`config.mk`:
```
export PLATFORM = sky130hd
export DESIGN_NAME = noc_crossbar_flat
export DESIGN_NICKNAME = d
export VERILOG_FILES = /design/src/rtl/noc_crossbar_if.sv /design/src/rtl/noc_crossbar.sv /design/src/flat_wrapper.sv
export SDC_FILE = /design/constraint.sdc
export NUM_CORES = 1
export LEC_CHECK = 0
export ABC_AREA = 1
export BUFFER_PORTS_ARGS = -buffer_cell sky130_fd_sc_hd__buf_4
export CAP_MARGIN = 0
export CORE_ASPECT_RATIO = 1.2
export CORE_MARGIN = 1.5
export CORE_UTILIZATION = 42
export DETAILED_ROUTE_END_ITERATION = 8
export PLACE_DENSITY = 0.75
export SLEW_MARGIN = 20
export SYNTH_ARGS = -nofsm -noshare
export SYNTH_HDL_FRONTEND = slang
export SYNTH_SLANG_ARGS = --single-unit
```
`constraint.sdc`:
```
create_clock -name vclk -period 1.4
set_clock_uncertainty 0.05 [all_clocks]
set_input_delay 0.28 -clock vclk [all_inputs]
set_output_delay 0.28 -clock vclk [all_outputs]
set_load 0.02 [all_outputs]
```
`src/rtl/noc_crossbar_if.sv`:
```
// Shared NoC router types plus the input-block and switch-allocator bundles
// that feed the crossbar.
package noc_params;
  localparam int PORT_NUM       = 5;
  localparam int PORT_SIZE      = $clog2(PORT_NUM);
  localparam int VC_NUM         = 2;
  localparam int VC_SIZE        = $clog2(VC_NUM);
  localparam int FLIT_DATA_SIZE = 16;

  typedef enum logic [1:0] {HEAD = 2'd0, BODY = 2'd1, TAIL = 2'd2, HEADTAIL = 2'd3} flit_label_t;

  typedef struct packed {
    flit_label_t               flit_label;
    logic [VC_SIZE-1:0]        vc_id;
    logic [FLIT_DATA_SIZE-1:0] data;
  } flit_t;
endpackage

interface input_block2crossbar;
  import noc_params::*;
  flit_t [PORT_NUM-1:0] flit;

  modport input_block (output flit);
  modport crossbar    (input  flit);
endinterface

interface switch_allocator2crossbar;
  import noc_params::*;
  logic [PORT_NUM-1:0][PORT_SIZE-1:0] input_vc_sel;

  modport switch_allocator (output input_vc_sel);
  modport crossbar         (input  input_vc_sel);
endinterface

```
`src/rtl/noc_crossbar.sv`:
```
// PORT_NUM x PORT_NUM flit switch: output i carries the input named by input_vc_sel[i].
// Define CROSSBAR_OUT_REG_EN to register data_o (1-cycle latency, synchronous reset to zero).
module noc_crossbar
  import noc_params::*;
(
  input  logic                         clk,
  input  logic                         rst,
  input_block2crossbar.crossbar        ib_if,
  switch_allocator2crossbar.crossbar   sa_if,
  output flit_t [PORT_NUM-1:0]         data_o
);

  localparam int SEL_NUM = 2 ** PORT_SIZE;

  // Pad the source table to the full select range so unused codes read as a zero
  // flit while a plain index still propagates an unknown select.
  flit_t [SEL_NUM-1:0]  ext_s;
  flit_t [PORT_NUM-1:0] mux_s;

  for (genvar g = 0; g < PORT_NUM; g++) begin : g_src
    assign ext_s[g] = ib_if.flit[g];
  end

  for (genvar g = PORT_NUM; g < SEL_NUM; g++) begin : g_pad
    assign ext_s[g] = '0;
  end

  for (genvar g = 0; g < PORT_NUM; g++) begin : g_mux
    assign mux_s[g] = ext_s[sa_if.input_vc_sel[g]];
  end

`ifdef CROSSBAR_OUT_REG_EN
  flit_t [PORT_NUM-1:0] data_r;

  // Output stage: reset wins over the flit in flight.
  always_ff @(posedge clk) begin
    if (rst) begin
      data_r <= '0;
    end else begin
      data_r <= mux_s;
    end
  end

  assign data_o = data_r;
`else
  logic unused_s;

  assign unused_s = clk ^ rst;
  assign data_o   = mux_s;
`endif

endmodule

```
`src/flat_wrapper.sv`:
```
// flat-port wrapper written by rule: the top's interface ports become plain ports
module noc_crossbar_flat import noc_params::*;
  (clk, rst, data_o, ib_if_flit, sa_if_input_vc_sel);
  input_block2crossbar ib_if_i ();
  switch_allocator2crossbar sa_if_i ();
  input  logic clk;
  input  logic rst;
  output flit_t [PORT_NUM-1:0] data_o;
  input wire logic [$bits(ib_if_i.flit)-1:0] ib_if_flit;
  input wire logic [$bits(sa_if_i.input_vc_sel)-1:0] sa_if_input_vc_sel;
  assign ib_if_i.flit = ib_if_flit;
  assign sa_if_i.input_vc_sel = sa_if_input_vc_sel;
  noc_crossbar u_core (.clk(clk), .rst(rst), .ib_if(ib_if_i), .sa_if(sa_if_i), .data_o(data_o));
endmodule
```
==> impl_metrics.py <==
metrics = {
    "outcome": {
        "status": "complete, but fails checks",
        "violations": "setup timing",
    },
    "cells_and_area": {
        "clockBufferCount": 0,
        "final_util_pct": 81.6,
        "num_antenna_cells": 0,
        "syn2layout_area_growth_pct": 86.2,
        "regArea_um2": 0,
        "stdcell_area_um2": 7840,
        "layout-drive-gt1-share_pct": 44.3,
        "fill_cells": 658,
        "stdcell_count": 1298,
        "seq_cell_count": 0,
        "multi_input_area_um2": 4430,
        "final_nets": 1289,
    },
    "synth": {
        "synth_top_area_share_pct": 50.8,
        "synth_most_common_cell": "nand2_1",
        "syn_inst": 945,
        "yosys_warnings": 0,
        "synth_commonest_cells": "nand2_1, nand3_1, buf_2, buf_6, buf_4",
        "synthTopCellsByArea": "nand2_1, nand3_1, buf_6, buf_4, buf_2",
        "syn_nets": 1057,
        "ys_types": 10,
        "yosysTopAreaCell": "nand2_1",
        "syn_area_per_cell_um2": 4.46,
        "syn-cell-area_um2": 4210,
        "yosysSeqAreaShare_pct": 0,
    },
    "sta": {
        "setup-violations-final": 89,
        "slew_viol_final": 0,
        "max_slew.worst_pin.slew_ns": 0.247,
        "fmax_mhz": 673,
        "hold_viol_final": 0,
        "timing.setup.tns_ns": -3.71,
        "timing.hold.ws_ns": 0.881,
        "maxSlewHeadroom_pct": 83.5,
        "period_minus_slack_ns": 1.49,
        "rsz0062_at_grt": "true",
        "finalCritPeriodShare_pct": 106,
        "setup_ws_ns": -0.0867,
    },
    "place": {
        "post-place-cells": 1280,
        "gp_congestion": 1.07,
        "dpl.hpwl_mm": 17.7,
        "dpl_cell_area_um2": 6170,
        "pre_cts_slack_ns": -0.0813,
        "port_buffers": 205,
    },
    "drt": {
        "drc": 0,
        "wirelength_mm": 26.4,
        "first_iter_violations": 861,
        "viasPerCell": 6.14,
        "antenna_left": 0,
        "first_pass_iters": 8,
        "via_count": 7969,
        "post_drt_wl_per_cell_um": 20.3,
    },
    "power": {
        "p_per_area_nw_per_um2": 417,
        "peakVddDrop_mv": 0.292,
        "total_power_mw": 3.27,
        "p_leak_nw": 4.22,
    },
    "critical_path": {
        "crit_family": "buffers and inverters",
        "cp-startpoint": "sa_if_input_vc_sel[6]",
        "worstPathCellList": "buf_12, nor3_4, buf_6, buf_12, nand2_4, nand2_2, buf_6",
        "required_ns": 1.07,
        "arrival_ns": 1.16,
        "cp-end-kind": "output port",
        "slowest_stage": "nor3_4",
        "worstSetupPathDepth": 7,
        "start_kind": "input pin",
        "cp_max_fo": 8,
        "critPathKind": "input pin to output port",
        "critPathMaxStageDelay_ns": 0.19,
        "endpoint": "data_o[42]",
        "critical_path_buf_inv_count": 4,
    },
    "grt": {
        "grt_max_degree": 22,
        "grt_pass1_vias": 6967,
        "grt-ovfl-total": 0,
        "antenna_found_initial": 0,
        "grt_pass1_wl_mm": 37.0,
        "grtUsageTotal_pct": 44.8,
    },
    "die": {
        "rows": 39,
        "dieHeight_um": 113,
        "design.core.area_um2": 9610,
        "initial_utilization_pct": 43.8,
        "ioPinCount": 207,
        "die_area_um2": 10600,
        "die_w_um": 94.4,
    },
    "run": {
        "drv_cap": 0,
    },
    "hold_path": {
        "min_path_type": "input pin to output port",
    },
}
## how the worst min path moves through the flow
stage | cells past startpoint | slack [ns] | from | endpoint
floorplan | 2 | 0.68 | ib_if_flit[76] | data_o[0]
global placement | 4 | 0.85 | ib_if_flit[82] | data_o[25]
detailed placement | 4 | 0.86 | ib_if_flit[82] | data_o[25]
CTS | 4 | 0.84 | ib_if_flit[82] | data_o[6]
global route | 4 | 0.89 | ib_if_flit[94] | data_o[56]
finish | 4 | 0.88 | ib_if_flit[91] | data_o[91]
## kinds of logic after synthesis
logic type | share of synthesized area, %
and+or+nand+nor | 86.6
buffers and inverters | 13.4
## layout by cell type, fill, tap and decap left out, types with 10 or more instances in the layout
| cell | Yosys | routed |
|---|---|---|
| buf_12 | 0 | 23 |
| buf_4 | 18 | 145 |
| buf_6 | 20 | 118 |
| inv_2 | 10 | 10 |
| nand2_1 | 570 | 390 |
| nand2_2 | 0 | 134 |
| nand2_4 | 0 | 46 |
| nand3_1 | 285 | 265 |
| nand3_2 | 0 | 20 |
## tightest hold or removal path, cell delays in order
cell     delay (ns)
buf_4          0.15
nand2_2        0.07
nand2_2        0.05
buf_6          0.10
## where the power goes
group          internal, mW  switching, mW
clock                     0              0
combinational          1.43           1.84
sequential                0              0
## cell type report
| type | instances | share of cell area [%] |
|---|---|---|
| Tap cell | 123 | 1.96 |
| Multi-Input combinational cell | 860 | 56.5 |
| Timing Repair Buffer | 300 | 40.5 |
| Inverter | 15 | 1.13 |
## metal layers
layer | track usage, % | routed length [um] | vias up
li1 | - | - | 3521
met1 | 51.5 | 8610 | 3441
met2 | 72.2 | 11600 | 770
met3 | 8.87 | 3380 | 237
met4 | 33.9 | 2850 | 0
met5 | 0 | 0 | -
## repair_timing
item | 4_1_cts | 5_1_grt
setup buffers | 7 | 2
cloned | 6 | 7
endpoints found under the hold margin | 0 | 0
gates resized for setup | 209 | 215
hold buffers | 0 | 0
setup endpoints to repair | 94 | 95
pin swaps | 62 | 59
Note: power is estimated with default switching activity, not from simulation.
